[config.mk]
export PLATFORM = sky130hd
export DESIGN_NAME = ptr_req_arbiter_flat
export DESIGN_NICKNAME = d
export VERILOG_FILES = /design/src/rtl/ptr_req_arbiter_if.sv /design/src/rtl/ptr_req_arbiter.sv /design/src/flat_wrapper.sv
export SDC_FILE = /design/constraint.sdc
export NUM_CORES = 1
export LEC_CHECK = 0
export ABC_AREA = 1
export ABC_CLOCK_PERIOD_IN_PS = 1750
export CAP_MARGIN = 10
export CELL_PAD_IN_SITES_DETAIL_PLACEMENT = 2
export CELL_PAD_IN_SITES_GLOBAL_PLACEMENT = 2
export CORE_MARGIN = 3
export CORE_UTILIZATION = 20
export DETAILED_ROUTE_END_ITERATION = 16
export HOLD_SLACK_MARGIN = 0.02
export PLACE_DENSITY = 0.85
export SETUP_SLACK_MARGIN = 0.4
export SLEW_MARGIN = 20
export SYNTH_ARGS = -nofsm -noshare
export SYNTH_HDL_FRONTEND = slang
export SYNTH_SLANG_ARGS = --single-unit
[constraint.sdc]
create_clock -name clk -period 1.75 [get_ports clk]
set_input_delay 0.2625 -clock clk [delete_from_list [all_inputs] [get_ports clk]]
set_output_delay 0.2625 -clock clk [all_outputs]
set_load 0.05 [all_outputs]
[src/rtl/ptr_req_arbiter_if.sv]
// ptr_req_arbiter_if: requester handshakes and pointer-manager command bus of the arbiter
interface ptr_req_arbiter_if #(parameter int NPORT = 4);
  logic [NPORT-1:0] alloc_req, alloc_gnt, free_req, free_ack;
  logic [9:0] alloc_ptr, ptr_dout_s;
  logic [16*NPORT-1:0] free_head, free_tail;
  logic FQ_rd, FQ_wr, FQ_empty;
  logic [15:0] FQ_din_head, FQ_din_tail;
  modport slave (
    input alloc_req, free_req, free_head, free_tail, FQ_empty, ptr_dout_s,
    output alloc_gnt, alloc_ptr, free_ack, FQ_rd, FQ_wr, FQ_din_head, FQ_din_tail
  );
  modport master (
    output alloc_req, free_req, free_head, free_tail, FQ_empty, ptr_dout_s,
    input alloc_gnt, alloc_ptr, free_ack, FQ_rd, FQ_wr, FQ_din_head, FQ_din_tail
  );
endinterface

[src/rtl/ptr_req_arbiter.sv]
// ptr_req_arbiter: round-robin alloc/free arbitration in front of a free-pointer manager
module ptr_req_arbiter #(
  parameter int NPORT = 4,
  parameter int INIT_CYCLES = 520
) (
  input  logic clk,
  input  logic rstn,
  ptr_req_arbiter_if.slave bus,
  output logic init_done,
  output logic [15:0] empty_stall_cnt
);
  localparam int PW = NPORT > 1 ? $clog2(NPORT) : 1;
  localparam int CW = $clog2(INIT_CYCLES + 1);
  typedef enum logic [1:0] {A_IDLE, A_ISSUE, A_WAIT} a_state_t;
  typedef enum logic [1:0] {F_IDLE, F_ISSUE, F_WAIT} f_state_t;
  a_state_t a_state, a_next;
  f_state_t f_state, f_next;
  logic [CW-1:0] init_cnt;
  logic [PW-1:0] a_rr, f_rr, a_win, f_win;
  logic a_go, f_go, a_stall;
  // first requesting port at or after start, wrapping around
  function automatic logic [PW-1:0] rr_pick(input logic [NPORT-1:0] req, input logic [PW-1:0] start);
    rr_pick = start;
    for (int k = NPORT - 1; k >= 0; k--)
      if (req[(int'(start) + k) % NPORT]) rr_pick = PW'((int'(start) + k) % NPORT);
  endfunction
  always_comb begin
    a_win = rr_pick(bus.alloc_req, a_rr);
    f_win = rr_pick(bus.free_req, f_rr);
    a_go = a_state == A_IDLE && init_done && |bus.alloc_req && !bus.FQ_empty;
    f_go = f_state == F_IDLE && init_done && |bus.free_req;
    a_stall = a_state == A_IDLE && init_done && |bus.alloc_req && bus.FQ_empty;
    a_next = a_state == A_IDLE ? (a_go ? A_ISSUE : A_IDLE) : a_state == A_ISSUE ? A_WAIT : A_IDLE;
    f_next = f_state == F_IDLE ? (f_go ? F_ISSUE : F_IDLE) : f_state == F_ISSUE ? F_WAIT : F_IDLE;
  end
  assign bus.FQ_rd = a_state == A_ISSUE;
  assign bus.FQ_wr = f_state == F_ISSUE;
  always_ff @(posedge clk or negedge rstn)
    if (!rstn) begin
      a_state <= A_IDLE;
      f_state <= F_IDLE;
      a_rr <= '0;
      f_rr <= '0;
      init_cnt <= '0;
      init_done <= 1'b0;
      bus.alloc_gnt <= '0;
      bus.free_ack <= '0;
      bus.alloc_ptr <= '0;
      bus.FQ_din_head <= '0;
      bus.FQ_din_tail <= '0;
      empty_stall_cnt <= '0;
    end else begin
      a_state <= a_next;
      f_state <= f_next;
      if (!init_done) begin
        init_cnt <= init_cnt + 1'b1;
        init_done <= init_cnt == CW'(INIT_CYCLES - 1);
      end
      bus.alloc_gnt <= a_go ? NPORT'(1) << a_win : '0;
      bus.free_ack <= f_go ? NPORT'(1) << f_win : '0;
      if (a_go) begin
        bus.alloc_ptr <= bus.ptr_dout_s;
        a_rr <= PW'((int'(a_win) + 1) % NPORT);
      end
      if (f_go) begin
        bus.FQ_din_head <= bus.free_head[16*f_win +: 16];
        bus.FQ_din_tail <= bus.free_tail[16*f_win +: 16];
        f_rr <= PW'((int'(f_win) + 1) % NPORT);
      end
      if (a_stall && empty_stall_cnt != 16'hFFFF) empty_stall_cnt <= empty_stall_cnt + 1'b1;
    end
endmodule

[src/flat_wrapper.sv]
// flat-port wrapper written by rule: the top's interface ports become plain ports
module ptr_req_arbiter_flat 
#(
  parameter int NPORT = 4,
  parameter int INIT_CYCLES = 520
)
  (clk, rstn, init_done, empty_stall_cnt, bus_alloc_req, bus_free_req, bus_free_head, bus_free_tail, bus_FQ_empty, bus_ptr_dout_s, bus_alloc_gnt, bus_alloc_ptr, bus_free_ack, bus_FQ_rd, bus_FQ_wr, bus_FQ_din_head, bus_FQ_din_tail);
  ptr_req_arbiter_if #(.NPORT(NPORT)) bus_i ();
  input  logic clk;
  input  logic rstn;
  output logic init_done;
  output logic [15:0] empty_stall_cnt;
  input wire logic [$bits(bus_i.alloc_req)-1:0] bus_alloc_req;
  input wire logic [$bits(bus_i.free_req)-1:0] bus_free_req;
  input wire logic [$bits(bus_i.free_head)-1:0] bus_free_head;
  input wire logic [$bits(bus_i.free_tail)-1:0] bus_free_tail;
  input wire logic [$bits(bus_i.FQ_empty)-1:0] bus_FQ_empty;
  input wire logic [$bits(bus_i.ptr_dout_s)-1:0] bus_ptr_dout_s;
  output wire logic [$bits(bus_i.alloc_gnt)-1:0] bus_alloc_gnt;
  output wire logic [$bits(bus_i.alloc_ptr)-1:0] bus_alloc_ptr;
  output wire logic [$bits(bus_i.free_ack)-1:0] bus_free_ack;
  output wire logic [$bits(bus_i.FQ_rd)-1:0] bus_FQ_rd;
  output wire logic [$bits(bus_i.FQ_wr)-1:0] bus_FQ_wr;
  output wire logic [$bits(bus_i.FQ_din_head)-1:0] bus_FQ_din_head;
  output wire logic [$bits(bus_i.FQ_din_tail)-1:0] bus_FQ_din_tail;
  assign bus_i.alloc_req = bus_alloc_req;
  assign bus_i.free_req = bus_free_req;
  assign bus_i.free_head = bus_free_head;
  assign bus_i.free_tail = bus_free_tail;
  assign bus_i.FQ_empty = bus_FQ_empty;
  assign bus_i.ptr_dout_s = bus_ptr_dout_s;
  assign bus_alloc_gnt = bus_i.alloc_gnt;
  assign bus_alloc_ptr = bus_i.alloc_ptr;
  assign bus_free_ack = bus_i.free_ack;
  assign bus_FQ_rd = bus_i.FQ_rd;
  assign bus_FQ_wr = bus_i.FQ_wr;
  assign bus_FQ_din_head = bus_i.FQ_din_head;
  assign bus_FQ_din_tail = bus_i.FQ_din_tail;
  ptr_req_arbiter #(.NPORT(NPORT), .INIT_CYCLES(INIT_CYCLES)) u_core (.clk(clk), .rstn(rstn), .bus(bus_i), .init_done(init_done), .empty_stall_cnt(empty_stall_cnt));
endmodule
# [Yosys cells after proc, flatten, opt, wreduce, memory -nomap -nowiden]
# Index checks and enable logic that the tools add are counted.
[word_totals] register_bits=85 latchBits=0 ramBits=0 mem_bits_ro=0 inputBits=149 out_inout_bits=69 word_cells=101 n_memories=0
[op_classes] n_addsub=10 multipliers=0 n_div=0 magnitude_cmp=8 eq_ne=4 shift=4 mux=39 bitwise_logic=6 reduce_logical=18
[op_table] operator="$shiftx A64 B7 Y16" n=2
[op_table] operator="$lt A3 B4 Y1 const B" n=6
[op_table] operator="$mux W2" n=12
[op_table] operator="$mux W1" n=17
[op_table] operator="$add A16 B1 Y16 const B" n=1
[op_table] operator="$bmux W1 S2" n=8
[op_table] operator="$ne A16 B16 Y1 const B" n=1
[op_table] operator="$reduce_or A2 Y1" n=6
[op_table] operator="$add A10 B1 Y10 const B" n=1
[op_table] operator="$eq A10 B10 Y1 const B" n=1
[op_table] operator="$add A2 B1 Y2 const B" n=4
[op_table] operator="$add A2 B2 Y2 const B" n=4
[op_table] operator="$mux W4" n=2
[op_table] operator="$reduce_or A4 Y1" n=2
[op_table] operator="$shl A1 B2 Y4 const A" n=2
[op_table] operator="$logic_and A1 B1 Y1" n=7
[op_table] operator="$and A1 B1 Y1 const A" n=6
[op_table] operator="$lt A2 B3 Y1 const B" n=2
[op_table] operator="$eq A2 B1 Y1 const B" n=2
[op_table] operator="$logic_not A2 Y1" n=2
[op_table] operator="$logic_not A1 Y1" n=1

# [Longest topological paths before layout]
[depth] depth_word=12 mapped_depth=18

# [Least setup slack after synthesis]
# OpenSTA, ideal clock, no wires.
[synth_timing] path_kind="reg2reg" start="reg u_core.init_done" end="reg u_core.empty_stall_cnt[13]" setup_ps=123 t_arrival_ps=1885 required_time_ps=1627 setup_slack_ps=-259 path_stages_with_launch=11 path_buffers=0 synth_period_minus_slack_ps=2009 path_cell_list="dfrtp_1 > inv_2 > nor3_2 > nand2_1 > nor2_2 > nand2_2 > nor2_2 > nand2_1 > nor2_2 > nand3b_1 > xor2_1"
[synth_between] elab_chain_len=4
[synth_lines] element="start, declared" line_no="ptr_req_arbiter.sv:9" rtl="output logic init_done,"
[synth_lines] element="start signal, assigned" line_no="ptr_req_arbiter.sv:57" rtl="init_done <= init_cnt == CW'(INIT_CYCLES - 1);"
[synth_lines] element="$logic_and A1 B1 Y1 (3 in a row)" line_no="ptr_req_arbiter.sv:32" rtl="a_stall = a_state == A_IDLE && init_done && |bus.alloc_req && bus.FQ_empty;"
[synth_lines] element="$logic_and A1 B1 Y1" line_no="ptr_req_arbiter.sv:70" rtl="if (a_stall && empty_stall_cnt != 16'hFFFF) empty_stall_cnt <= empty_stall_cnt + 1'b1;"
[synth_lines] element="end signal, assigned" line_no="ptr_req_arbiter.sv:70"
[synth_lines] element="end, declared" line_no="ptr_req_arbiter.sv:10" rtl="output logic [15:0] empty_stall_cnt"
# No other way between the ends.
# A chain may end at the register's enable or synchronous reset.

# [Worst setup path in the final report]
[layout_timing] start="reg u_core.f_rr[0]" end="reg u_core.bus.FQ_din_head[9]"
[layout_between] elab_chain_len=9 word_cells_on_any_way=19
[layout_lines] element="start, declared" line_no="ptr_req_arbiter.sv:19" rtl="logic [PW-1:0] a_rr, f_rr, a_win, f_win;"
[layout_lines] element="start signal, assigned" line_no="ptr_req_arbiter.sv:68" rtl="f_rr <= PW'((int'(f_win) + 1) % NPORT);"
[layout_lines] element="$add A2 B2 Y2" line_no="ptr_req_arbiter.sv:25" rtl="if (req[(int'(start) + k) % NPORT]) rr_pick = PW'((int'(start) + k) % NPORT);"
[layout_lines] element="$bmux W1 S2" line_no="ptr_req_arbiter.sv:25"
[layout_lines] element="$mux W1 (implied by the code) (2 in a row)" line_no="ptr_req_arbiter.sv:25"
[layout_lines] element="$mux W2 (3 in a row)" line_no="ptr_req_arbiter.sv:25"
[layout_lines] element="$mux W2 *" line_no="ptr_req_arbiter.sv:25"
[layout_lines] element="$shiftx A64 B7 Y16 *" line_no="ptr_req_arbiter.sv:66" rtl="bus.FQ_din_head <= bus.free_head[16*f_win +: 16];"
[layout_lines] element="end signal, assigned" line_no="ptr_req_arbiter.sv:66"
[layout_lines] element="end, declared" line_no="ptr_req_arbiter_if.sv:10" rtl="output alloc_gnt, alloc_ptr, free_ack, FQ_rd, FQ_wr, FQ_din_head, FQ_din_tail"
# Every way passes the cells marked *; elsewhere a longest branch is shown, timed or not. The select of a mux whose other input is x is not followed.

==> reports/qor.txt <==
Mux cell area share after synthesis = 0.207%
Finished Layout Cells = 1467
Drt pass-1 iters = 4
Status = finished, violations left
Setup WS post-layout = -0.383 ns
Row cnt = 59
Seq/Total Area, Yosys = 39.1%
YS warnings = 0
Mapped Nets = 954
DP Wirelength = 20.0 mm
Worst-margin pin slew = 0.630 ns
GRT overflow = 0
Root Driver = clkbuf_16
Post-synthesis compound-gate area fraction = 1.20%
Initial antenna violation count = 1
Final setup vio count = 55
Filler cell count = 2901
Setup Slack @ Placement = -0.608 ns
Delay-heaviest family, CP = simple AND/OR/NAND/NOR gates
CTS sink cnt = 85
Die Ht = 171 um
Syn Std Cell Area = 5430 sq um
Arrival @ worst endpoint = 2.36 ns
Total chip power = 0.00632 W
Total wire length = 32.4 mm
Layout cells sized above 1 = 41.7%
IO Count = 218
Largest family of logic cells by synthesized area = simple AND/OR/NAND/NOR gates
Violated checks = setup timing
Worst vdd ir = 0.000433 V
Worst R2R Path Depth = 17
Port buffer count = 217
Post-Synth Adder-Cell Area = 0.461%
Via count = 6740
Worst reg2reg startpoint = u_core.f_rr[0]$_DFFE_PN0P_
Clk_lat worst skew = 0.35 ns
Number of DRC markers in iteration 0 = 194
Worst hold slack = 0.376 ns
CTS max path bufs = 2
Leak = 5.39 nW
Slew margin rel. = 57.6%
Max-slew violation count = 0
Die width = 171 um
Post-Syn Instances = 803
Fmax = 0.469 GHz
Global-route wire length before repair = 43.6 mm
H-tree depth = 3
Type of origin of the critical path = flip-flop
Required time worst endpoint = 1.98 ns
Cells after DPL = 1384
Crit share post-route = 122%
Fin crit period = 2.13 ns
Kind of end point of the critical path = flip-flop
Clk_skew = 0.0216 ns
Largest net degree at the start of global routing = 26
Worst hold path class = in -> async
Die area = 29200 sq um
Routed WL per cell = 22.1 um
Worst Setup SP = u_core.f_rr[0]$_DFFE_PN0P_
Synth Register Bits = 85
Pwr per Cell Area = 584 nW/um^2
Critical path, cell by cell = buf_8 > clkinv_8 > nand2_4 > nand2_4 > nand2_2 > nand2_2 > nand2_2 > nand2_4 > nand3_4 > buf_12 > nand2_8 > buf_12 > nand2_1 > nand3_1 > nand2_1 > nand2_1 > nand2_1
GP Congestion = 0.812
CTS buffer count = 9
XOR/XNOR share of the synthesized area = 3.71%
Crit Path Max Fanout = 8
WP buf/inv = 4
Vias in the first global route = 7623
Syn_area_per_cell = 6.77 sq um
Final Hold Viols = 0
Drc violations = 0
Avg Vias per Cell = 4.59
RSZ-0062 raised after global routing = true
Most common cell after layout, fill and taps aside = nand2_1
Most frequent cells in the layout = 243 x nand2_1, 147 x clkdlybuf4s50_1, 112 x buf_4
Layout area overhead = 99.4%
CTS tree = done
CP most frequent cell = nand2_1
Simple-Gate Fraction of Synth Area = 42.9%
Crit-path max cell delay = 0.42 ns
Overall global routing resource usage = 19.3%
Starting Density = 20.6%
Synth cell types = 33
Worst path depth = 17
Max-Cap Viols = 0
CP Class = reg -> reg
Core region area = 26400 sq um
Clk pin slew, worst setup/hold paths = 0.07 ns
Nets@finish = 1277
ANT nets after route = 0
Critical path's slowest cell = dfrtp_2
stage by stage:
stage	instance area, sq um	util, %	setup TNS, ns
4_1_cts	9940	37.7	-7.35
6_report	10800	41.1	-12.29
5_1_grt	10800	41.1	-18.19
3_5_place_dp	8590	32.6	-25.43
3_3_place_gp	8590	32.6	-19.78
2_1_floorplan	5730	-	-0.235
logic make-up after synthesis:
kind of cell,Yosys count
fa+ha+maj,2
xor+xnor,23
simple gates,533
buf+inv,147
mux,1
compound gates,12
flops,85
Yosys cell counts (all sizes together):
cell | instances | area (sq um)
a21oi | 1 | 5.00
buf | 33 | 241
clkbuf | 7 | 26.3
clkinv | 1 | 3.75
dfrtp | 85 | 2130
ha | 2 | 25.0
inv | 106 | 400
mux2 | 1 | 11.3
nand2 | 337 | 1300
nand3 | 151 | 801
nand3b | 2 | 15.0
nand4 | 5 | 31.3
nor2 | 22 | 90.1
nor3 | 9 | 50.1
nor3b | 1 | 7.51
nor4 | 5 | 31.3
o211ai | 1 | 7.51
o21ai | 9 | 45.0
o31ai | 1 | 7.51
or2 | 1 | 6.26
xnor2 | 8 | 70.1
xor2 | 15 | 131
routing by layer:
layer	part of all wire, %	global-route usage (%)	up-vias
li1	-	-	3139
met1	39	22.1	3381
met2	54	36.5	172
met3	4.5	4.00	48
met4	2.5	4.90	0
met5	0	0	-
timing repair:
| item | 4_1_cts | 5_1_grt |
|---|---|---|
| endpoints found under the hold margin | 16 | 0 |
| cloned | 4 | 9 |
| endpoints found under the setup margin | 84 | 87 |
| pin swaps | 54 | 50 |
| gates resized for setup | 199 | 130 |
| buffers inserted | 30 | 22 |
| hold buffers | 1 | 0 |
worst paths after layout:
kind,endpoint,slack (ns)
min in group clk,u_core.bus.alloc_ptr[1]$_DFFE_PN0P_,0.46
max in group asynchronous,u_core.empty_stall_cnt[7]$_DFFE_PN0P_,0.81
worst max register to register,u_core.bus.FQ_din_head[9]$_DFFE_PN0P_,-0.38
worst min-delay path,u_core.bus.FQ_din_head[15]$_DFFE_PN0P_,0.38
worst min register to register,u_core.bus.FQ_din_head[1]$_DFFE_PN0P_,0.49
worst max-delay path,u_core.bus.FQ_din_head[9]$_DFFE_PN0P_,-0.38
cell type report:
cell class                      count  area [sq um]  share of cell area [%]
Antenna cell                        1          2.50                  0.0231
Clock buffer                       11           233                    2.15
Clock inverter                      5          85.1                   0.785
Inverter                          107           430                    3.97
Multi-Input combinational cell    572          3810                    35.2
Sequential cell                    85          2150                    19.9
Tap cell                          335           419                    3.87
Timing Repair Buffer              351          3700                    34.2
flip-flops by register name, summed over array words and instances, names as in the netlist:
name,flops
u_core.f_state,2
u_core.bus.FQ_din_tail,16
u_core.init_done,1
u_core.f_rr,2
u_core.bus.alloc_ptr,10
u_core.bus.alloc_gnt,4
u_core.a_state,2
u_core.init_cnt,10
u_core.bus.FQ_din_head,16
u_core.empty_stall_cnt,16
u_core.a_rr,2
u_core.bus.free_ack,4
power by group:
group / total (W) / switching [W] / internal, W
Sequential: 0.00206 / 0.0000454 / 0.00201
Clock: 0.00217 / 0.000905 / 0.00126
Combinational: 0.00210 / 0.00112 / 0.000974
Total: 0.00632 / 0.00207 / 0.00425
Note: power is estimated with default switching activity, not from simulation.
